--- src/rtl/dmem_arbiter_if.sv ---
// rtl/dmem_arbiter_if.sv - request/response/memory bundle for dmem_arbiter
//
// Groups the two requester ports (rq0/rq1), the two response channels
// (rs0/rs1) and the data-memory port into one bundle.
//   slave  : the arbiter's view. It takes requests, returns responses and
//            drives the memory controls.
//   master : the environment's view. This covers the requesters, the
//            response consumers and the data memory.
interface dmem_arbiter_if;
  logic        rq0_valid, rq0_ready, rq0_read, rq0_write, rq0_sext;
  logic [31:0] rq0_addr, rq0_wdata;
  logic [1:0]  rq0_mask;
  logic        rq1_valid, rq1_ready, rq1_read, rq1_write, rq1_sext;
  logic [31:0] rq1_addr, rq1_wdata;
  logic [1:0]  rq1_mask;

  logic        rs0_valid, rs0_ready, rs0_err;
  logic [31:0] rs0_rdata;
  logic        rs1_valid, rs1_ready, rs1_err;
  logic [31:0] rs1_rdata;

  logic        mem_valid, mem_memRead, mem_memWrite, mem_sext, mem_good;
  logic [31:0] mem_addr, mem_writeData, mem_readData;
  logic [1:0]  mem_maskMode;

  modport slave (
    input  rq0_valid, rq0_addr, rq0_wdata, rq0_read, rq0_write, rq0_mask, rq0_sext,
    input  rq1_valid, rq1_addr, rq1_wdata, rq1_read, rq1_write, rq1_mask, rq1_sext,
    output rq0_ready, rq1_ready,
    output rs0_valid, rs0_rdata, rs0_err, rs1_valid, rs1_rdata, rs1_err,
    input  rs0_ready, rs1_ready,
    output mem_valid, mem_memRead, mem_memWrite, mem_sext, mem_addr, mem_writeData, mem_maskMode,
    input  mem_good, mem_readData
  );

  modport master (
    output rq0_valid, rq0_addr, rq0_wdata, rq0_read, rq0_write, rq0_mask, rq0_sext,
    output rq1_valid, rq1_addr, rq1_wdata, rq1_read, rq1_write, rq1_mask, rq1_sext,
    input  rq0_ready, rq1_ready,
    input  rs0_valid, rs0_rdata, rs0_err, rs1_valid, rs1_rdata, rs1_err,
    output rs0_ready, rs1_ready,
    input  mem_valid, mem_memRead, mem_memWrite, mem_sext, mem_addr, mem_writeData, mem_maskMode,
    output mem_good, mem_readData
  );
endinterface

--- src/rtl/dmem_arbiter.sv ---
// rtl/dmem_arbiter.sv - two-port data-memory arbiter, one request in flight
//
// Shares the single data-memory port between the load/store unit (port 0)
// and a debug/DMA requester (port 1). The flow for each request is:
//   1. IDLE accepts one request.
//   2. The request is checked for legality.
//   3. ISSUE presents it to memory for exactly one cycle.
//   4. RESP holds the response until the owner consumes it.
//
// Ports:
//   clk   : clock.
//   reset : asynchronous, active-high reset.
//   bus   : dmem_arbiter_if.slave. It carries rq0/rq1 requests, rs0/rs1
//           responses and the mem_* data-memory port.
//
// Parameter:
//   STARVE_LIMIT (1..15) : the number of consecutive contested port-0 grants
//                          after which port 1 is forced.
//
// Build option:
//   DMEM_ARB_RR_EN : when defined, contested arbitration alternates
//                    (round-robin) instead of fixed port-0 priority with the
//                    starvation override.
module dmem_arbiter #(
  parameter int unsigned STARVE_LIMIT = 4
) (
  input logic           clk,
  input logic           reset,
  dmem_arbiter_if.slave bus
);

  typedef enum logic [1:0] {IDLE, ISSUE, RESP} state_t;

  state_t state;
  logic   owner;
  logic   gnt0, gnt1;

`ifdef DMEM_ARB_RR_EN
  logic rr_ptr;                 // 1: port 1 wins the next contested grant
`else
  logic [3:0] starve_cnt;
`endif

  // Ready is asserted only toward the winner, and only in IDLE outside reset.
  always_comb begin
    gnt0 = 1'b0;
    gnt1 = 1'b0;
    if (state == IDLE && !reset) begin
      if (bus.rq0_valid && bus.rq1_valid) begin
`ifdef DMEM_ARB_RR_EN
        gnt1 = rr_ptr;
        gnt0 = ~rr_ptr;
`else
        gnt1 = (starve_cnt == 4'(STARVE_LIMIT));
        gnt0 = ~gnt1;
`endif
      end else begin
        gnt0 = bus.rq0_valid;
        gnt1 = bus.rq1_valid;
      end
    end
  end

  assign bus.rq0_ready = gnt0;
  assign bus.rq1_ready = gnt1;

  logic [31:0] sel_addr, sel_wdata, cap_rdata;
  logic        sel_read, sel_write, sel_sext, sel_illegal;
  logic [1:0]  sel_mask;

  assign sel_addr  = gnt1 ? bus.rq1_addr  : bus.rq0_addr;
  assign sel_wdata = gnt1 ? bus.rq1_wdata : bus.rq0_wdata;
  assign sel_read  = gnt1 ? bus.rq1_read  : bus.rq0_read;
  assign sel_write = gnt1 ? bus.rq1_write : bus.rq0_write;
  assign sel_mask  = gnt1 ? bus.rq1_mask  : bus.rq0_mask;
  assign sel_sext  = gnt1 ? bus.rq1_sext  : bus.rq0_sext;

  // A request is illegal when it is ambiguous (neither or both of read and
  // write set), uses the reserved size, or is a misaligned half or word.
  assign sel_illegal = (sel_read == sel_write) || (sel_mask == 2'b11) ||
                       (sel_mask == 2'b01 && sel_addr[0]) ||
                       (sel_mask == 2'b10 && sel_addr[1:0] != 2'b00);

  // Only a successful load returns data.
  assign cap_rdata = (bus.mem_memRead && bus.mem_good) ? bus.mem_readData : 32'h0;

  // The mem_* registers double as the latched copy of the accepted request.
  always_ff @(posedge clk or posedge reset) begin
    if (reset) begin
      state             <= IDLE;
      owner             <= 1'b0;
      bus.rs0_valid     <= 1'b0;
      bus.rs0_rdata     <= 32'h0;
      bus.rs0_err       <= 1'b0;
      bus.rs1_valid     <= 1'b0;
      bus.rs1_rdata     <= 32'h0;
      bus.rs1_err       <= 1'b0;
      bus.mem_valid     <= 1'b0;
      bus.mem_addr      <= 32'h0;
      bus.mem_writeData <= 32'h0;
      bus.mem_memRead   <= 1'b0;
      bus.mem_memWrite  <= 1'b0;
      bus.mem_maskMode  <= 2'b00;
      bus.mem_sext      <= 1'b0;
`ifdef DMEM_ARB_RR_EN
      rr_ptr            <= 1'b0;
`else
      starve_cnt        <= 4'd0;
`endif
    end else begin
      case (state)
        IDLE: begin
          if (gnt0 || gnt1) begin
            owner <= gnt1;
`ifdef DMEM_ARB_RR_EN
            rr_ptr <= gnt0;
`else
            // Count only port-0 grants taken while port 1 was waiting.
            if (gnt1 || !bus.rq1_valid) starve_cnt <= 4'd0;
            else                        starve_cnt <= starve_cnt + 4'd1;
`endif
            if (sel_illegal) begin
              state <= RESP;
              if (gnt1) begin
                bus.rs1_valid <= 1'b1;
                bus.rs1_rdata <= 32'h0;
                bus.rs1_err   <= 1'b1;
              end else begin
                bus.rs0_valid <= 1'b1;
                bus.rs0_rdata <= 32'h0;
                bus.rs0_err   <= 1'b1;
              end
            end else begin
              state             <= ISSUE;
              bus.mem_valid     <= 1'b1;
              bus.mem_addr      <= sel_addr;
              bus.mem_writeData <= sel_wdata;
              bus.mem_memRead   <= sel_read;
              bus.mem_memWrite  <= sel_write;
              bus.mem_maskMode  <= sel_mask;
              bus.mem_sext      <= sel_sext;
            end
          end
        end
        ISSUE: begin
          state             <= RESP;
          bus.mem_valid     <= 1'b0;
          bus.mem_addr      <= 32'h0;
          bus.mem_writeData <= 32'h0;
          bus.mem_memRead   <= 1'b0;
          bus.mem_memWrite  <= 1'b0;
          bus.mem_maskMode  <= 2'b00;
          bus.mem_sext      <= 1'b0;
          if (owner) begin
            bus.rs1_valid <= 1'b1;
            bus.rs1_rdata <= cap_rdata;
            bus.rs1_err   <= ~bus.mem_good;
          end else begin
            bus.rs0_valid <= 1'b1;
            bus.rs0_rdata <= cap_rdata;
            bus.rs0_err   <= ~bus.mem_good;
          end
        end
        RESP: begin
          if (owner ? bus.rs1_ready : bus.rs0_ready) begin
            state         <= IDLE;
            bus.rs0_valid <= 1'b0;
            bus.rs0_rdata <= 32'h0;
            bus.rs0_err   <= 1'b0;
            bus.rs1_valid <= 1'b0;
            bus.rs1_rdata <= 32'h0;
            bus.rs1_err   <= 1'b0;
          end
        end
        default: state <= IDLE;
      endcase
    end
  end

endmodule
--- src/flat_wrapper.sv ---
// flat-port wrapper written by rule: the top's interface ports become plain ports
module dmem_arbiter_flat 
#(
  parameter int unsigned STARVE_LIMIT = 4
)
  (clk, reset, bus_rq0_valid, bus_rq0_addr, bus_rq0_wdata, bus_rq0_read, bus_rq0_write, bus_rq0_mask, bus_rq0_sext, bus_rq1_valid, bus_rq1_addr, bus_rq1_wdata, bus_rq1_read, bus_rq1_write, bus_rq1_mask, bus_rq1_sext, bus_rq0_ready, bus_rq1_ready, bus_rs0_valid, bus_rs0_rdata, bus_rs0_err, bus_rs1_valid, bus_rs1_rdata, bus_rs1_err, bus_rs0_ready, bus_rs1_ready, bus_mem_valid, bus_mem_memRead, bus_mem_memWrite, bus_mem_sext, bus_mem_addr, bus_mem_writeData, bus_mem_maskMode, bus_mem_good, bus_mem_readData);
  dmem_arbiter_if bus_i ();
  input logic clk;
  input logic reset;
  input wire logic [$bits(bus_i.rq0_valid)-1:0] bus_rq0_valid;
  input wire logic [$bits(bus_i.rq0_addr)-1:0] bus_rq0_addr;
  input wire logic [$bits(bus_i.rq0_wdata)-1:0] bus_rq0_wdata;
  input wire logic [$bits(bus_i.rq0_read)-1:0] bus_rq0_read;
  input wire logic [$bits(bus_i.rq0_write)-1:0] bus_rq0_write;
  input wire logic [$bits(bus_i.rq0_mask)-1:0] bus_rq0_mask;
  input wire logic [$bits(bus_i.rq0_sext)-1:0] bus_rq0_sext;
  input wire logic [$bits(bus_i.rq1_valid)-1:0] bus_rq1_valid;
  input wire logic [$bits(bus_i.rq1_addr)-1:0] bus_rq1_addr;
  input wire logic [$bits(bus_i.rq1_wdata)-1:0] bus_rq1_wdata;
  input wire logic [$bits(bus_i.rq1_read)-1:0] bus_rq1_read;
  input wire logic [$bits(bus_i.rq1_write)-1:0] bus_rq1_write;
  input wire logic [$bits(bus_i.rq1_mask)-1:0] bus_rq1_mask;
  input wire logic [$bits(bus_i.rq1_sext)-1:0] bus_rq1_sext;
  output wire logic [$bits(bus_i.rq0_ready)-1:0] bus_rq0_ready;
  output wire logic [$bits(bus_i.rq1_ready)-1:0] bus_rq1_ready;
  output wire logic [$bits(bus_i.rs0_valid)-1:0] bus_rs0_valid;
  output wire logic [$bits(bus_i.rs0_rdata)-1:0] bus_rs0_rdata;
  output wire logic [$bits(bus_i.rs0_err)-1:0] bus_rs0_err;
  output wire logic [$bits(bus_i.rs1_valid)-1:0] bus_rs1_valid;
  output wire logic [$bits(bus_i.rs1_rdata)-1:0] bus_rs1_rdata;
  output wire logic [$bits(bus_i.rs1_err)-1:0] bus_rs1_err;
  input wire logic [$bits(bus_i.rs0_ready)-1:0] bus_rs0_ready;
  input wire logic [$bits(bus_i.rs1_ready)-1:0] bus_rs1_ready;
  output wire logic [$bits(bus_i.mem_valid)-1:0] bus_mem_valid;
  output wire logic [$bits(bus_i.mem_memRead)-1:0] bus_mem_memRead;
  output wire logic [$bits(bus_i.mem_memWrite)-1:0] bus_mem_memWrite;
  output wire logic [$bits(bus_i.mem_sext)-1:0] bus_mem_sext;
  output wire logic [$bits(bus_i.mem_addr)-1:0] bus_mem_addr;
  output wire logic [$bits(bus_i.mem_writeData)-1:0] bus_mem_writeData;
  output wire logic [$bits(bus_i.mem_maskMode)-1:0] bus_mem_maskMode;
  input wire logic [$bits(bus_i.mem_good)-1:0] bus_mem_good;
  input wire logic [$bits(bus_i.mem_readData)-1:0] bus_mem_readData;
  assign bus_i.rq0_valid = bus_rq0_valid;
  assign bus_i.rq0_addr = bus_rq0_addr;
  assign bus_i.rq0_wdata = bus_rq0_wdata;
  assign bus_i.rq0_read = bus_rq0_read;
  assign bus_i.rq0_write = bus_rq0_write;
  assign bus_i.rq0_mask = bus_rq0_mask;
  assign bus_i.rq0_sext = bus_rq0_sext;
  assign bus_i.rq1_valid = bus_rq1_valid;
  assign bus_i.rq1_addr = bus_rq1_addr;
  assign bus_i.rq1_wdata = bus_rq1_wdata;
  assign bus_i.rq1_read = bus_rq1_read;
  assign bus_i.rq1_write = bus_rq1_write;
  assign bus_i.rq1_mask = bus_rq1_mask;
  assign bus_i.rq1_sext = bus_rq1_sext;
  assign bus_rq0_ready = bus_i.rq0_ready;
  assign bus_rq1_ready = bus_i.rq1_ready;
  assign bus_rs0_valid = bus_i.rs0_valid;
  assign bus_rs0_rdata = bus_i.rs0_rdata;
  assign bus_rs0_err = bus_i.rs0_err;
  assign bus_rs1_valid = bus_i.rs1_valid;
  assign bus_rs1_rdata = bus_i.rs1_rdata;
  assign bus_rs1_err = bus_i.rs1_err;
  assign bus_i.rs0_ready = bus_rs0_ready;
  assign bus_i.rs1_ready = bus_rs1_ready;
  assign bus_mem_valid = bus_i.mem_valid;
  assign bus_mem_memRead = bus_i.mem_memRead;
  assign bus_mem_memWrite = bus_i.mem_memWrite;
  assign bus_mem_sext = bus_i.mem_sext;
  assign bus_mem_addr = bus_i.mem_addr;
  assign bus_mem_writeData = bus_i.mem_writeData;
  assign bus_mem_maskMode = bus_i.mem_maskMode;
  assign bus_i.mem_good = bus_mem_good;
  assign bus_i.mem_readData = bus_mem_readData;
  dmem_arbiter #(.STARVE_LIMIT(STARVE_LIMIT)) u_core (.clk(clk), .reset(reset), .bus(bus_i));
endmodule
--- config.mk ---
export PLATFORM = sky130hd
export DESIGN_NAME = dmem_arbiter_flat
export DESIGN_NICKNAME = d
export VERILOG_FILES = /design/src/rtl/dmem_arbiter_if.sv /design/src/rtl/dmem_arbiter.sv /design/src/flat_wrapper.sv
export SDC_FILE = /design/constraint.sdc
export NUM_CORES = 1
export LEC_CHECK = 0
export ABC_CLOCK_PERIOD_IN_PS = 6400
export BUFFER_PORTS_ARGS = -buffer_cell sky130_fd_sc_hd__buf_2
export CAP_MARGIN = 15
export CORE_AREA = 2 2 122 124
export DETAILED_ROUTE_END_ITERATION = 8
export DIE_AREA = 0 0 124 126
export GPL_ROUTABILITY_DRIVEN = 0
export PLACE_DENSITY = 0.77
export SETUP_SLACK_MARGIN = 0.4
export SYNTH_ARGS = -nofsm -noshare
export SYNTH_HDL_FRONTEND = slang
export SYNTH_SLANG_ARGS = --single-unit
--- constraint.sdc ---
create_clock -name clk -period 6.4 [get_ports clk]
set_input_delay 0.32 -clock clk [delete_from_list [all_inputs] [get_ports clk]]
set_output_delay 0.32 -clock clk [all_outputs]
set_load 0.005 [all_outputs]
After elaboration in Yosys (flattened, before gate mapping)
Index checks and enable logic that the tools add are counted.
Word-level totals
  bits in registers: 145
  input port bits: 177
  output and inout bits: 140
  word-level logic and storage cells: 119
Operators by class
  add/sub/neg operators: 1
  eq/ne operators: 15
  muxes and demuxes: 64
  bitwise gates (word level): 2
  reduce and logical (&&, ||, !) cells: 21
Operators by type and width (count)
  $mux W32: 16
  $pmux W32 S3: 2
  $pmux W32 S2: 2
  $mux W1: 27
  $mux W2: 6
  $pmux W1 S3: 4
  $reduce_and A6 Y1: 2
  $ne A2 B1 Y1 const B: 4
  $ne A2 B2 Y1 const B: 4
  $pmux W1 S2: 4
  $eq A2 B2 Y1 const B: 3
  $pmux W2 S3: 1
  $logic_and A1 B1 Y1: 5
  $logic_or A1 B1 Y1: 5
  $add A4 B1 Y4 const B: 1
  $eq A2 B1 Y1 const B: 2
  $eq A4 B3 Y1 const B: 1
  $mux W4: 1
  $pmux W2 S2: 1
  $reduce_and A2 Y1: 2
  $reduce_bool A2 Y1: 2
  $reduce_and A3 Y1: 1
  $reduce_bool A3 Y1: 1
  $logic_not A1 Y1: 2
  other kinds (3): 4

Logic depth before layout (Yosys ltp)
  depth after elaboration: 11
  depth in mapped cells: 9
  depth with buffers taken out: 8

Least setup slack after synthesis
Ideal clock, no wire load.
  path type: input to register
  from: input reset
  to: register u_core.bus.mem_writeData[6]
  library setup time: 0.132 ns
  arrival time: 4.328 ns
  data required time: 6.268 ns
  setup slack: 1.940 ns
  stages: 7
  path buffers: 2
  cell sequence: inv_1 -> o21ai_1 -> a211oi_1 -> o21bai_1 -> clkbuf_1 -> buf_2 -> o2bb2ai_1
On the way
  longest elaborated chain between the ends: 10
  elaborated cells between the ends (all ways): 26
  classes of those cells: 6 x eq/ne; 10 x mux; 10 x reduce/logical
Ends and longest elaborated chain
  from (decl): RTL line flat_wrapper.sv:9  | input logic reset;
  $logic_not A1 Y1 (*): RTL line dmem_arbiter.sv:48  | if (state == IDLE && !reset) begin
  $logic_and A1 B1 Y1 (*): RTL line dmem_arbiter.sv:48
  $mux W1: RTL line dmem_arbiter.sv:48
  $mux W2, or another cell as far along: RTL line dmem_arbiter.sv:75  | assign sel_mask = gnt1 ? bus.rq1_mask : bus.rq0_mask;
  $eq A2 B2 Y1, or another cell as far along: RTL line dmem_arbiter.sv:80  | assign sel_illegal = (sel_read == sel_write) || (sel_mask == 2'b11) ||
  $logic_or A1 B1 Y1 / $logic_and A1 B1 Y1 (equally long branches): RTL line dmem_arbiter.sv:80, dmem_arbiter.sv:81
  $logic_or A1 B1 Y1: RTL line dmem_arbiter.sv:80
  $logic_or A1 B1 Y1: RTL line dmem_arbiter.sv:81  | (sel_mask == 2'b01 && sel_addr[0]) ||
  $ne A2 B2 Y1 (no source line)
  $reduce_and A3 Y1 (no source line)
  to (signal assigned): RTL line dmem_arbiter.sv:137  | bus.mem_writeData <= sel_wdata;
  to (decl): RTL line dmem_arbiter_if.sv:32  | output mem_valid, mem_memRead, mem_memWrite, mem_sext, mem_addr, mem_writeData, mem_maskMode,
Mark *: on every way between the ends. The rest lies on a longest branch, timed or not. The select of a mux whose other input is x is not followed.
A chain may end at the register's enable or synchronous reset.

Worst setup path in the final report
  from: register u_core.starve_cnt[0]
  to: register u_core.bus.mem_addr[31]
On the way
  longest elaborated chain between the ends: 10
  elaborated cells between the ends (all ways): 27
  classes of those cells: 7 x eq/ne; 11 x mux; 1 x bitwise; 8 x reduce/logical
Ends and longest elaborated chain
  from (decl): RTL line dmem_arbiter.sv:41  | logic [3:0] starve_cnt;
  from (signal assigned): RTL line dmem_arbiter.sv:120  | else starve_cnt <= starve_cnt + 4'd1;
  $eq A4 B3 Y1 (*): RTL line dmem_arbiter.sv:54  | gnt1 = (starve_cnt == 4'(STARVE_LIMIT));
  $mux W1: RTL line dmem_arbiter.sv:49  | if (bus.rq0_valid && bus.rq1_valid) begin
  $mux W1: RTL line dmem_arbiter.sv:48
  $mux W2, or another cell as far along: RTL line dmem_arbiter.sv:75
  $eq A2 B2 Y1, or another cell as far along: RTL line dmem_arbiter.sv:80
  $logic_or A1 B1 Y1 / $logic_and A1 B1 Y1 (equally long branches): RTL line dmem_arbiter.sv:80, dmem_arbiter.sv:81
  $logic_or A1 B1 Y1: RTL line dmem_arbiter.sv:80
  $logic_or A1 B1 Y1: RTL line dmem_arbiter.sv:81
  $ne A2 B2 Y1 (no source line)
  $reduce_and A3 Y1 (no source line)
  to (signal assigned): RTL line dmem_arbiter.sv:136  | bus.mem_addr <= sel_addr;
  to (decl): RTL line dmem_arbiter_if.sv:32
Marked as above.

==> impl_metrics.csv <==
group,metric,value,unit
run_status,status,"finished, final reports clean",
routing,wire_per_inst,18.1,um
floorplan,die_height,126,um
floorplan,die_x,124,um
setup_path,rrSetupSlack,3.46,ns
timing,final.min_clock_period,2.94,ns
cts,clk_path_buf_depth,2,
timing,fmax,340,MHz
floorplan,io_pins,317,
yosys,ys_types,38,
yosys,avgSynthCellArea,13.3,um2
run,maxCapViolCount,0,
floorplan,die-area,15600,um2
finish,num_antenna_cells,0,
yosys,async_flop_share,1.00,
setup_path,endpoint_kind,"register",
finish,fillers,1166,
setup_path,crit_end,"u_core.bus.mem_addr[31]",
setup_path,crit_path_frequent_cell,"buf_4",
power,power.share.sequential,0.426,
power,p_int,2.19,mW
place,io_buffers,316,
setup_path,startpoint,"u_core.starve_cnt[0]",
finish,nets,946,
cts,htree_levels,4,
timing,setup_viol,0,
yosys,netlist_area,6150,um2
power,leakage,4.40,nW
place,numPlacedInstances,932,
global_route,grt_pass1_wl,27000,um
timing,setup_tns,0,ns
yosys,synth_top_family_by_area,"compound AO/OA/AOI/OAI gates",
setup_path,cp.depth,9,
hold_path,min-delay-path-class,"primary input to asynchronous set/reset pin",
place,dp_slack,3.44,ns
power,clock_power_share,0.322,
cts,clock_latency,0.41,ns
yosys,netlist_instances,462,
timing,layout_worst_path_cycle_share,0.460,
timing,maxSlewHeadroom,0.314,
power,power_density,366,nW/um2
setup_path,max_stage_delay,0.67,ns
yosys,synth_simple_gate_area_frac,0.0293,
yosys,synth_compound_area_frac,0.219,
cts,cts-resized-gates,0,
cts,post_cts_buffers,0,
cts,clk_pin_slew,0.06,ns
floorplan,start_util,0.429,
setup_path,worstPathRequired,6.68,ns
global_route,grt_max_degree,85,
timing,rsz0062_at_grt,"false",
finish,area_growth,37.9,%
finish,drive_gt1_frac,0.465,
global_route,antenna_found_initial,0,
yosys,synthAdderAreaFrac,0.00407,
setup_path,worstPathArrival,3.22,ns
power,p_comb_frac,0.252,
timing,tightest_slew,1.03,ns
setup_path,crit_family,"simple AND/OR/NAND/NOR gates",
finish,utilization,0.592,
yosys,ys_warn_count,0,
global_route,grt-ovfl-total,0,
setup_path,worstRegToRegCells,9,
yosys,synthXorXnorAreaFrac,0.00285,
global_route,grt_pass1_vias,5252,
timing,setup_slack,3.46,ns
setup_path,rr_endpoint,"u_core.bus.mem_addr[31]",
cts,cts_hold_buffers,0,
power,swShare,0.294,
setup_path,crit_path_start_kind,"register",
routing,drc,0,
yosys,ys_seq_area_frac,0.590,
timing,hold_viol,0,
setup_path,path_buf_inv,3,
setup_path,crit_type,"register to register",
setup_path,crit_fanout,36,
routing,vias,5225,
setup_path,cp_slowest_cell,"nor2_4",
yosys,synth-edff-count,0,
floorplan,coreArea,14300,um2
routing,first_pass_iters,5,
cts,clkSinkCount,145,
yosys,synth.mux.area_fraction,0.116,
setup_path,crit_chain,"inv_1 > ha_1 > nand3b_1 > a21oi_4 > buf_4 > nor2b_1 > nor2_4 > buf_4 > o2bb2ai_1",
global_route,grt_usage,0.223,
routing,drt_iter0_markers,301,
power,switchingPower,0.913,mW
power,ir_drop,0.000194,V
setup_path,rr_startpoint,"u_core.starve_cnt[0]",
yosys,synthFlopType,"dfrtp_1",
timing,fin_skew,0.00805,ns
place,hpwl,12600,um
cts,numCtsBuffers,17,
yosys,synth-seq-cells,145,
yosys,synth_fp_nets,641,
routing,vias_per_cell,5.42,
cts,root_buffer,"clkbuf_16",
finish,stdcell_count,964,
cts,cts_tree,"done",
floorplan,rows,44,
routing,drt_wl_total,17500,um
routing,ant_nets,0,
timing,drv_slew,0,
==> power by group through the flow <==
stage | Sequential [mW] | Combinational (mW) | Clock [mW]
floorplan | 1.32 | 0.391 | 0
global placement | 1.32 | 0.769 | 0
detailed placement | 1.32 | 0.801 | 0
CTS | 1.32 | 0.798 | 1.02
global route | 1.35 | 0.856 | 1.05
finish | 1.32 | 0.782 | 0.998
==> area by class of cell <==
class | count | area [um2] | share of cell area
Clock buffer | 20 | 437 | 0.0515
Clock inverter | 12 | 156 | 0.0185
Sequential cell | 145 | 3630 | 0.428
Multi-Input combinational cell | 268 | 2320 | 0.273
Inverter | 11 | 46.3 | 0.00546
Timing Repair Buffer | 324 | 1660 | 0.196
Tap cell | 184 | 230 | 0.0272
==> registers in the layout, summed over array words and instances (netlist names) <==
name                      flops
u_core.starve_cnt             4
u_core.bus.rs0_err            1
u_core.bus.mem_memWrite       1
u_core.bus.mem_memRead        1
u_core.bus.rs0_rdata         32
u_core.bus.mem_addr          32
u_core.bus.rs1_err            1
u_core.bus.rs0_valid          1
u_core.owner                  1
u_core.bus.mem_writeData     32
u_core.bus.rs1_rdata         32
u_core.bus.mem_maskMode       2
u_core.bus.mem_valid          1
u_core.bus.mem_sext           1
u_core.state                  2
u_core.bus.rs1_valid          1
==> cell families (layout without fill, tap and decap cells) <==
group,after synthesis,after routing
AOI/OAI and AO/OA,162,162
DFF,145,145
muxes,71,71
buffers and inverters,49,367
and+or+nand+nor,31,31
adders and majority gates,2,2
xor gates and xnor gates,2,2
==> cells in the final DEF (no fill, tap or decap), drive strengths merged, types with 2 or more instances in the layout <==
master and count:
a211oi 2, a21boi 2, a21o 2, a21oi 6, a22o 65, buf 324, bufinv 3, clkbuf 20
clkinv 5, dfrtp 145, ha 2, inv 14, mux2 3, mux2i 68, nand2 5, nand2b 2
nand3 2, nand3b 3, nor2 6, nor2b 2, nor3 5, o21ai 10, o21bai 2, o2bb2ai 68
o31ai 3, xor2 2
==> metal layers <==
metal  vias up  global-route usage  share of wire
li1       2384                   -              -
met1      2553               0.277           0.40
met2       258               0.370           0.50
met3        30              0.0557          0.078
met4         0              0.0939          0.023
met5         -                   0              0
==> synth_stat cells, types with 3 or more instances <==
master / instances / area [um2]
dfrtp_1: 145 / 3630
mux2i_1: 68 / 681
o2bb2ai_1: 68 / 596
a22o_1: 65 / 569
clkbuf_1: 22 / 82.6
buf_4: 11 / 82.6
inv_1: 9 / 33.8
o21ai_1: 9 / 45.0
nor2_1: 6 / 22.5
a21oi_1: 5 / 25.0
buf_2: 5 / 25.0
nand2_1: 5 / 18.8
nor3_1: 5 / 25.0
o31ai_1: 3 / 22.5
==> worst register-to-register path: stages (launching register included) <==
cell,delay [ns]
dfrtp_1,0.40
inv_1,0.06
ha_1,0.21
nand3b_1,0.20
a21oi_4,0.08
buf_4,0.30
nor2b_1,0.25
nor2_4,0.67
buf_4,0.48
o2bb2ai_1,0.16
==> stage by stage <==
stage,power (mW),instance area [um2],hold WS [ns]
5_1_grt,3.26,8480,0.0657
3_3_place_gp,2.09,7860,0.458
2_1_floorplan,1.71,6150,0.460
4_1_cts,3.14,8480,0.0234
3_5_place_dp,2.12,7880,0.469
6_report,3.10,8480,0.0184
==> worst min path at each step <==
stage,slack [ns],cells after the start,endpoint
after floorplan,0.46,1,u_core.bus.rs0_rdata[30]
after CTS,0.02,2,u_core.bus.mem_writeData[9]
after detailed placement,0.47,1,u_core.bus.mem_writeData[15]
after global placement,0.46,2,u_core.starve_cnt[0]
final,0.02,2,u_core.bus.mem_writeData[9]
after global routing,0.07,2,u_core.bus.mem_writeData[16]
Note: power is estimated with default switching activity, not from simulation.
